===== src/rtl/pll_underclock_seq_pkg.sv =====
// pll_seq_pkg: shared types and constants for the PLL underclock sequencer.
//  - pll_seq_state_t : sequencer FSM state. S_LOCK_WAIT exists only when
//    PLL_LOCK_WAIT_EN is defined.
//  - PLL_REG_*       : pll_cfg management register addresses.
//  - K_*_DFLT        : default M-counter fractional words (native / ~1% under).
package pll_seq_pkg;

  typedef enum logic [2:0] {
    S_IDLE,
    S_W_MODE,
    S_GAP1,
    S_W_FRAC,
    S_GAP2,
    S_W_START
`ifdef PLL_LOCK_WAIT_EN
    , S_LOCK_WAIT
`endif
  } pll_seq_state_t;

  localparam logic [5:0] PLL_REG_MODE  = 6'd0;
  localparam logic [5:0] PLL_REG_START = 6'd2;
  localparam logic [5:0] PLL_REG_MFRAC = 6'd7;

  localparam logic [31:0] K_NATIVE_DFLT = 32'd3639383488;
  localparam logic [31:0] K_UNDER_DFLT  = 32'd3262113561;

endpackage


===== src/rtl/pll_underclock_seq_if.sv =====
// pll_underclock_seq_if: pll_cfg management write port.
//  mgmt_write       write strobe (master -> slave)
//  mgmt_address     6-bit register address
//  mgmt_writedata   32-bit register data
//  mgmt_waitrequest slave busy; a write is accepted on a cycle with it low
interface pll_underclock_seq_if;
  logic        mgmt_write;
  logic [5:0]  mgmt_address;
  logic [31:0] mgmt_writedata;
  logic        mgmt_waitrequest;

  modport master (output mgmt_write, mgmt_address, mgmt_writedata,
                  input  mgmt_waitrequest);
  modport slave  (input  mgmt_write, mgmt_address, mgmt_writedata,
                  output mgmt_waitrequest);
endinterface


===== src/rtl/pll_underclock_seq_sync2.sv =====
// sync2: two-flop synchroniser, async active-low reset.
//  clk, rst_n : clock / reset
//  d          : asynchronous input
//  q1, q2     : first and second stage (q1 exposed so callers can judge stability)
module sync2 (
  input  logic clk,
  input  logic rst_n,
  input  logic d,
  output logic q1,
  output logic q2
);
  always_ff @(posedge clk or negedge rst_n) begin
    if (!rst_n) begin
      q1 <= 1'b0;
      q2 <= 1'b0;
    end else begin
      q1 <= d;
      q2 <= q1;
    end
  end
endmodule


===== src/rtl/pll_underclock_seq.sv =====
// pll_underclock_seq: fractional-PLL reconfiguration sequencer for 60Hz Adjust.
// Debounces the OSD underclock request and writes mode, M-fraction and start
// registers to pll_cfg, with GAP_CYCLES idle cycles between writes.
// Optional macro PLL_LOCK_WAIT_EN: after the start write, hold busy until the
// PLL relocks (locked seen 0 then 1) or LOCK_TMO cycles elapse (sticky lock_timeout).
// Ports:
//  clk_50m        management clock
//  reset          async, active-low
//  underclock_req requested setting, asynchronous
//  locked         PLL locked (used only with PLL_LOCK_WAIT_EN)
//  mgmt           pll_cfg management port (master)
//  busy           sequence in progress
//  underclock_r   setting last applied or being applied
//  lock_timeout   sticky relock timeout flag
module pll_underclock_seq
  import pll_seq_pkg::*;
#(
  parameter logic [31:0] K_NATIVE   = K_NATIVE_DFLT,
  parameter logic [31:0] K_UNDER    = K_UNDER_DFLT,
  parameter int unsigned GAP_CYCLES = 2,
  parameter logic [19:0] LOCK_TMO   = 20'd1000000
) (
  input  logic                        clk_50m,
  input  logic                        reset,
  input  logic                        underclock_req,
  input  logic                        locked,
  pll_underclock_seq_if.master        mgmt,
  output logic                        busy,
  output logic                        underclock_r,
  output logic                        lock_timeout
);
  localparam logic [3:0] GAP_LAST = 4'(GAP_CYCLES - 1);

  pll_seq_state_t state_q, state_d;
  logic [3:0]     gap_q, gap_d;
  logic           ur_d;
  logic           req_s1, req_s2;
  logic           wr;
  logic [5:0]     addr;
  logic [31:0]    data;
  logic           accepted;

  sync2 u_req_sync (.clk(clk_50m), .rst_n(reset), .d(underclock_req), .q1(req_s1), .q2(req_s2));

  assign accepted = !mgmt.mgmt_waitrequest;

`ifdef PLL_LOCK_WAIT_EN
  logic        unused_lk_s1, lk_s2;
  logic [19:0] lk_cnt_q, lk_cnt_d;
  logic        seen_low_q, seen_low_d;
  logic        tmo_q, tmo_d;

  sync2 u_lock_sync (.clk(clk_50m), .rst_n(reset), .d(locked), .q1(unused_lk_s1), .q2(lk_s2));
  assign lock_timeout = tmo_q;
`else
  logic unused_locked;
  localparam logic [19:0] unused_lock_tmo = LOCK_TMO;
  assign unused_locked = locked;
  assign lock_timeout  = 1'b0;
`endif

  always_comb begin
    state_d = state_q;
    gap_d   = gap_q;
    ur_d    = underclock_r;
    wr      = 1'b0;
    addr    = '0;
    data    = '0;
`ifdef PLL_LOCK_WAIT_EN
    lk_cnt_d   = lk_cnt_q;
    seen_low_d = seen_low_q;
    tmo_d      = tmo_q;
`endif
    case (state_q)
      // Only a request that has held for two samples counts; the value is
      // latched here so a mid-sequence toggle cannot mix payloads.
      S_IDLE: if (req_s1 == req_s2 && req_s2 != underclock_r) begin
        ur_d    = req_s2;
        state_d = S_W_MODE;
      end
      S_W_MODE: begin
        wr   = 1'b1;
        addr = PLL_REG_MODE;
        if (accepted) begin
          state_d = S_GAP1;
          gap_d   = '0;
        end
      end
      S_GAP1: if (gap_q == GAP_LAST) state_d = S_W_FRAC;
              else                   gap_d   = gap_q + 4'd1;
      S_W_FRAC: begin
        wr   = 1'b1;
        addr = PLL_REG_MFRAC;
        data = underclock_r ? K_UNDER : K_NATIVE;
        if (accepted) begin
          state_d = S_GAP2;
          gap_d   = '0;
        end
      end
      S_GAP2: if (gap_q == GAP_LAST) state_d = S_W_START;
              else                   gap_d   = gap_q + 4'd1;
      S_W_START: begin
        wr   = 1'b1;
        addr = PLL_REG_START;
        if (accepted) begin
`ifdef PLL_LOCK_WAIT_EN
          state_d    = S_LOCK_WAIT;
          lk_cnt_d   = '0;
          seen_low_d = 1'b0;
`else
          state_d = S_IDLE;
`endif
        end
      end
`ifdef PLL_LOCK_WAIT_EN
      // Relock is a falling then rising edge of the synchronised lock; a lock
      // that never drops is treated as a failed reconfiguration.
      S_LOCK_WAIT: begin
        if (!lk_s2) seen_low_d = 1'b1;
        if (seen_low_q && lk_s2) begin
          state_d = S_IDLE;
        end else if (lk_cnt_q == LOCK_TMO - 20'd1) begin
          tmo_d   = 1'b1;
          state_d = S_IDLE;
        end else begin
          lk_cnt_d = lk_cnt_q + 20'd1;
        end
      end
`endif
      default: state_d = S_IDLE;
    endcase
  end

  always_ff @(posedge clk_50m or negedge reset) begin
    if (!reset) begin
      state_q      <= S_IDLE;
      gap_q        <= '0;
      underclock_r <= 1'b0;
    end else begin
      state_q      <= state_d;
      gap_q        <= gap_d;
      underclock_r <= ur_d;
    end
  end

`ifdef PLL_LOCK_WAIT_EN
  always_ff @(posedge clk_50m or negedge reset) begin
    if (!reset) begin
      lk_cnt_q   <= '0;
      seen_low_q <= 1'b0;
      tmo_q      <= 1'b0;
    end else begin
      lk_cnt_q   <= lk_cnt_d;
      seen_low_q <= seen_low_d;
      tmo_q      <= tmo_d;
    end
  end
`endif

  // Outputs decode straight from the async-reset state, so reset drops the
  // strobe immediately.
  assign busy                = (state_q != S_IDLE);
  assign mgmt.mgmt_write     = wr;
  assign mgmt.mgmt_address   = addr;
  assign mgmt.mgmt_writedata = data;

endmodule


===== src/flat_wrapper.sv =====
// flat-port wrapper written by rule: the top's interface ports become plain ports
module pll_underclock_seq_flat import pll_seq_pkg::*;
#(
  parameter logic [31:0] K_NATIVE   = K_NATIVE_DFLT,
  parameter logic [31:0] K_UNDER    = K_UNDER_DFLT,
  parameter int unsigned GAP_CYCLES = 2,
  parameter logic [19:0] LOCK_TMO   = 20'd1000000
)
  (clk_50m, reset, underclock_req, locked, busy, underclock_r, lock_timeout, mgmt_mgmt_write, mgmt_mgmt_address, mgmt_mgmt_writedata, mgmt_mgmt_waitrequest);
  pll_underclock_seq_if mgmt_i ();
  input  logic clk_50m;
  input  logic reset;
  input  logic underclock_req;
  input  logic locked;
  output logic busy;
  output logic underclock_r;
  output logic lock_timeout;
  output wire logic [$bits(mgmt_i.mgmt_write)-1:0] mgmt_mgmt_write;
  output wire logic [$bits(mgmt_i.mgmt_address)-1:0] mgmt_mgmt_address;
  output wire logic [$bits(mgmt_i.mgmt_writedata)-1:0] mgmt_mgmt_writedata;
  input wire logic [$bits(mgmt_i.mgmt_waitrequest)-1:0] mgmt_mgmt_waitrequest;
  assign mgmt_mgmt_write = mgmt_i.mgmt_write;
  assign mgmt_mgmt_address = mgmt_i.mgmt_address;
  assign mgmt_mgmt_writedata = mgmt_i.mgmt_writedata;
  assign mgmt_i.mgmt_waitrequest = mgmt_mgmt_waitrequest;
  pll_underclock_seq #(.K_NATIVE(K_NATIVE), .K_UNDER(K_UNDER), .GAP_CYCLES(GAP_CYCLES), .LOCK_TMO(LOCK_TMO)) u_core (.clk_50m(clk_50m), .reset(reset), .underclock_req(underclock_req), .locked(locked), .mgmt(mgmt_i), .busy(busy), .underclock_r(underclock_r), .lock_timeout(lock_timeout));
endmodule

===== config.mk =====
export PLATFORM = sky130hd
export DESIGN_NAME = pll_underclock_seq_flat
export DESIGN_NICKNAME = d
export VERILOG_FILES = /design/src/rtl/pll_underclock_seq_pkg.sv /design/src/rtl/pll_underclock_seq_if.sv /design/src/rtl/pll_underclock_seq_sync2.sv /design/src/rtl/pll_underclock_seq.sv /design/src/flat_wrapper.sv
export SDC_FILE = /design/constraint.sdc
export NUM_CORES = 1
export LEC_CHECK = 0
export ABC_AREA = 1
export BUFFER_PORTS_ARGS = -buffer_cell sky130_fd_sc_hd__clkbuf_2
export CORE_ASPECT_RATIO = 1.5
export CORE_MARGIN = 1.5
export CORE_UTILIZATION = 30
export CTS_BUF_LIST = sky130_fd_sc_hd__clkbuf_8
export DETAILED_ROUTE_END_ITERATION = 7
export PLACE_DENSITY_LB_ADDON = 0.12
export SYNTH_ARGS = -nofsm -noshare
export SYNTH_HDL_FRONTEND = slang
export SYNTH_SLANG_ARGS = --single-unit

===== constraint.sdc =====
create_clock -name clk_50m -period 2.1 [get_ports clk_50m]
set_input_delay 0.42 -clock clk_50m [delete_from_list [all_inputs] [get_ports clk_50m]]
set_output_delay 0.42 -clock clk_50m [all_outputs]
set_load 0.005 [all_outputs]

[After elaboration in Yosys (flattened, before gate mapping)]
Cells that the tools add are included.
W data, S select, Z words.
Cells by class
  magnitude comparators: 0
  add/subtract/negate cells: 1
  reductions and logical operators: 10
  eq/ne operators: 16
  div/mod/pow operators: 0
  shift operators: 0
  mux-type cells: 14
  bitwise gates (word level): 0
  $mul: 0
Operators by type and width (count)
  $mux W32: 1
  $mux W29: 1
  $mux W3: 6
  $pmux W3 S6: 1
  $ne A2 B2 Y1 const B: 5
  $mux W4: 2
  $pmux W4 S2: 1
  $eq A3 B2 Y1 const B: 2
  $eq A3 B3 Y1 const B: 2
  $ne A2 B1 Y1 const B: 3
  $pmux W3 S2: 1
  $reduce_and A6 Y1: 1
  $add A4 B1 Y4 const B: 1
  $eq A4 B1 Y1 const B: 1
  $reduce_or A2 Y1: 2
  $eq A3 B1 Y1 const B: 1
  $logic_not A3 Y1: 1
  $reduce_and A3 Y1: 1
  $reduce_bool A3 Y1: 1
  $reduce_or A3 Y1: 1
  $reduce_and A2 Y1: 1
  $reduce_bool A2 Y1: 1
  $eq A1 B1 Y1: 1
  $logic_and A1 B1 Y1: 1
  other kinds (2): 2
Word-level totals
  memories kept: 0
  register bits: 10
  latch bits: 0
  memory bits (writable): 0
  output and inout bits: 42
  ROM bits: 0

[Longest topological paths before layout]
  word-level depth: 4
  depth in mapped cells: 8
  depth with buffers taken out: 8

[Cells and area by module]
Synthesis repeated with hierarchy kept, for this count alone.
Unflattened totals
  cells, all modules: 120
  area total of the unflattened synthesis: 903.4 sq um
Modules (own cells, without submodules)
  pll_underclock_seq: cells each 118, instances 1, seq. area each 200.2 sq um, area an instance 853.3 sq um
  sync2: cells each 2, instances 1, seq. area each 50.0 sq um, area an instance 50.0 sq um

[Least setup slack after synthesis]
No wires, ideal clock.
  path kind: flip-flop to output port
  from: register u_core.state_q[0]
  to: output port mgmt_mgmt_writedata[13]
  data required time: 1.680 ns
  cell stages (with the launch flop): 6
  data arrival time: 1.275 ns
  path slack: 0.405 ns
  path through: dfrtp_1 -> inv_2 -> nor2_1 -> nand2_1 -> nor2_1 -> buf_4
On the way
  cells in the longest elaborated chain, start to end: 2
RTL lines
  start, declared: line pll_underclock_seq.sv:34  | pll_seq_state_t state_q, state_d;
  start signal, assigned: line pll_underclock_seq.sv:140  | state_q <= state_d;
  $eq A3 B2 Y1: line pll_underclock_seq.sv:74  | case (state_q)
  $mux W32: line pll_underclock_seq.sv:74
  end, declared: line flat_wrapper.sv:20  | output wire logic [$bits(mgmt_i.mgmt_writedata)-1:0] mgmt_mgmt_writedata;
Every way passes these cells.

[Final worst setup path]
  from: register u_core.state_q[0]
  to: output port mgmt_mgmt_writedata[8]
Same word-level chain as after synthesis.

==> results summary <==
In this run the number of H-tree levels came out at 1. The number of flops mapped to enable cells by yosys is 0. The via count came out at 684. The fraction of the yosys area taken by sequential cells is 29.54%.

The data arrival at the endpoint of the critical path came out at 1510 ps. The register clock-pin slew on the reported worst setup and hold paths came out at 50 ps. The final hold violation count is 0. The final critical-path setup slack came out at 169.7 ps.

The mapped netlist covers 847.1 sq um. The first detailed-routing pass took 2 iterations. The total instance count after detailed placement came out at 164. The number of buffers added by the clock tree synthesis step is 3. The cell at the root of the clock tree is sky130_fd_sc_hd__clkbuf_8.

The number of diodes added for antenna fixing came out at 0. After synthesis the netlist holds a flip-flop and latch count of 10. The run finished with clean final reports. The row count is 23. Once layout is complete, the cells apart from fillers number 168. By area the synthesized netlist is led by sky130_fd_sc_hd__buf_4 (30%), sky130_fd_sc_hd__dfrtp_1 (30%), sky130_fd_sc_hd__nand2_1 (14%), sky130_fd_sc_hd__inv_1 (4.4%), sky130_fd_sc_hd__nand3_1 (4.1%).

The post-route worst hold slack came out at 45.45 ps. By count the netlist is led by sky130_fd_sc_hd__buf_4 (34), sky130_fd_sc_hd__nand2_1 (31), sky130_fd_sc_hd__dfrtp_1 (10), sky130_fd_sc_hd__inv_1 (10). In the synthesized netlist the dominant register cell turns out to be sky130_fd_sc_hd__dfrtp_1. The dominant combinational cell family by area after synthesis is buffers and inverters.

The total wirelength of the detailed-routed design came out at 1476 um. Walking the worst path, the cells encountered are inv_2 > nor2_1 > nand2_1 > inv_1 > clkbuf_2. In this design, the stage delay of the slowest critical-path cell is 410 ps. After detailed routing, the average wire length per cell comes to 8.786 um.

The sum of overflow across all layers after global routing came out at 0. The cell count after synthesis came out at 116. The complex-gate fraction of the synthesized area is 2.216%. Among all stages on the critical path, the largest delay is contributed by sky130_fd_sc_hd__dfrtp_1. Of the cells placed in the final design, the portion with a size suffix greater than 1 is 35.11%. The total die area came out at 3158 sq um. The register cell area after layout is 250.2 sq um. TritonCTS built the clock tree. Between clock sinks in the finished design, the worst skew comes to 3.743 ps. The area growth from synthesis to layout is 8.272%. The area of combinational cells with multiple inputs is 351.6 sq um. The total routing resource utilization after global routing is 9.837%. The category of the worst setup path launch point is a flop. The setup path with the least slack is of type reg2out. The tightest min-delay check is of the in2async type. Timing would allow up to 0.5181 GHz. The mean area per synthesized cell is 7.302 sq um. The portion of synthesized cell area occupied by the leading cell type is 30.13%. STA puts the critical path data required time at 1680 ps. The synthesized netlist devotes 2.954% of its cell area to adder and majority cells. Entering global routing, the biggest net connects 11 pins. The number of antenna violations at the first check in global routing is 0. The total setup violations reported at the end of the flow came out at 0. The area fraction in and, or, nand and nor cells after synthesis came out at 28.80%. Among all cell types in the netlist, the one instantiated most often is sky130_fd_sc_hd__buf_4. The maximum buffer depth of the clock tree is 2. Of the post-synthesis cell area, the part taken by muxes is 0%. The static power due to leakage is 0.5804 nW. Setup repair after global routing could not meet its margin everywhere. The number of distinct library cell variants in the gate-level netlist after synthesis came out at 18. Using the TritonRoute via totals, the vias-per-cell ratio works out to 4.071. The maximum vdd ir drop is 0.5572 mV. The area of the core region came out at 2676 sq um.

The critical path contains buffers and inverters numbering 3 combined. The max-cap violation count is 0. The share of synthesized registers carrying an async set or reset is 100.0%.

The final net count is 139. Detailed placement finished with a half-perimeter wire length of 1240 um. The detailed router finished its first iteration with 5 violations.

The number of slew-limit violations in the final report is 0. The cell family contributing the most delay on the critical path is buffers and inverters. The endpoint kind of the worst setup timing path is an output pin. The period utilization came out at 91.92%. The largest area contributor in the netlist is sky130_fd_sc_hd__buf_4. The worst slack at placement came out at 257.0 ps. The I/O pin count came out at 47. The number of global-route vias before repair is 550. The final-layout fill cell count came out at 314. The residual antenna-violating net count after detailed routing came out at 0. The worst path needs 1930 ps of the cycle, external delays included. Yosys printed 0 warnings.

The global placer's final weighted congestion came out at 0.7757. The cell area power density came out at 1346 nW/um^2. The initial utilization of the core area, before any placement, comes to 31.65%. For the final routed database, the setup TNS stands at 0 ps.

The largest driver fanout on the critical path came out at 9. For this run, design rule violations remaining after detail routing come to 0. The sink count of the clock tree came out at 10.

The quantity of I/O buffers inserted on ports is 33. The die boundary height is 68.08 um. Clock latency on the worst-skew pair, taken at its later pin, is 240 ps. Measured along the x axis, the die boundary spans 46.39 um.

The first global-routing pass estimated 2214 um of wire. The fraction of synthesized cell area in xor and xnor cells came out at 1.034%.
[power breakdown]
group | switching [W] | internal, W | leakage (nW)
Combinational | 0.000397 | 0.000266 | 0.424
Sequential | 0.0000778 | 0.000254 | 0.128
Clock | 0.0000751 | 0.000165 | 0.0288
Total | 0.000550 | 0.000685 | 0.580
[cells by family after synthesis]
kind of cell    count (synthesis)
other cells                     1
buf+inv                        45
xor+xnor                        1
flops                          10
fa+ha+maj                       2
compound gates                  3
simple gates                   54
[layer usage]
layer | GRT usage (%) | vias up | share of wire [%]
met4 | 8.571 | 0 | 2.5
met2 | 17.53 | 35 | 51
met5 | 0 | - | 0
met3 | 0.7916 | 4 | 7.7
met1 | 9.578 | 307 | 38
li1 | - | 338 | -
[cell type report]
type | count | share of cell area (%)
Inverter | 11 | 4.502
Timing Repair Buffer | 34 | 18.83
Sequential cell | 10 | 27.29
Tap cell | 37 | 5.048
Clock buffer | 4 | 6.003
Multi-Input combinational cell | 72 | 38.34
[worst register-to-register path, stage by stage (launching register included)]
cell and delay, ps:
sky130_fd_sc_hd__dfrtp_1 390, sky130_fd_sc_hd__buf_4 160, sky130_fd_sc_hd__nand2_1 90, sky130_fd_sc_hd__nand2_2 70, sky130_fd_sc_hd__nor2_4 130, sky130_fd_sc_hd__nand2_4 90
sky130_fd_sc_hd__nand2_1 80, sky130_fd_sc_hd__nand2_2 80, sky130_fd_sc_hd__nand2_1 70, sky130_fd_sc_hd__nand2_1 40
[placed cells by master (no fill, tap or decap), types with 2 or more instances in the layout]
cell,n
sky130_fd_sc_hd__conb_1,12
sky130_fd_sc_hd__clkbuf_2,33
sky130_fd_sc_hd__dfrtp_1,10
sky130_fd_sc_hd__clkbuf_8,4
sky130_fd_sc_hd__nand4_1,3
sky130_fd_sc_hd__nor2_4,2
sky130_fd_sc_hd__or2_0,2
sky130_fd_sc_hd__nand2_1,31
sky130_fd_sc_hd__ha_1,2
sky130_fd_sc_hd__inv_1,10
sky130_fd_sc_hd__nor2_1,5
sky130_fd_sc_hd__nand2_2,2
sky130_fd_sc_hd__nand3_1,7
[sequential cells by signal, summed over array words and instances (netlist names)]
| signal | flops |
|---|---|
| u_core.gap_q | 4 |
| u_core.state_q | 3 |
| u_core.u_req_sync.q1 | 1 |
| u_core.u_req_sync.q2 | 1 |
| u_core.underclock_r | 1 |
[metrics by stage]
step                      instance area (sq um)  total power [W]  utilization, %
after floorplan                           888.4        0.0008978               -
after global placement                    852.1        0.0009902           31.84
after detailed placement                  852.1        0.0009972           31.84
after CTS                                 909.6         0.001252           33.99
after global routing                      917.1         0.001371           34.27
final                                     917.1         0.001234           34.27
[path summary, 6_finish.rpt]
| check | start | endpoint | slack (ps) | cells after the start |
|---|---|---|---|---|
| setup / recovery | u_core.state_q[0] | mgmt_mgmt_writedata[8] | 170 | 5 |
| hold / removal | reset | u_core.state_q[1] | 50 | 1 |
| setup reg to reg | u_core.state_q[2] | u_core.gap_q[3] | 790 | 9 |
| hold reg to reg | u_core.u_req_sync.q1 | u_core.u_req_sync.q2 | 420 | 0 |
| max in group asynchronous | reset | u_core.underclock_r | 1840 | 1 |
| min in group clk_50m | underclock_req | u_core.u_req_sync.q1 | 290 | 1 |
[what timing repair did]
action                                  CTS  global route
hold buffers                              0             0
resized for setup                         1             2
endpoints found under the setup margin    9            15
setup buffers                             0             0
Power figures use the tool's default switching activity.
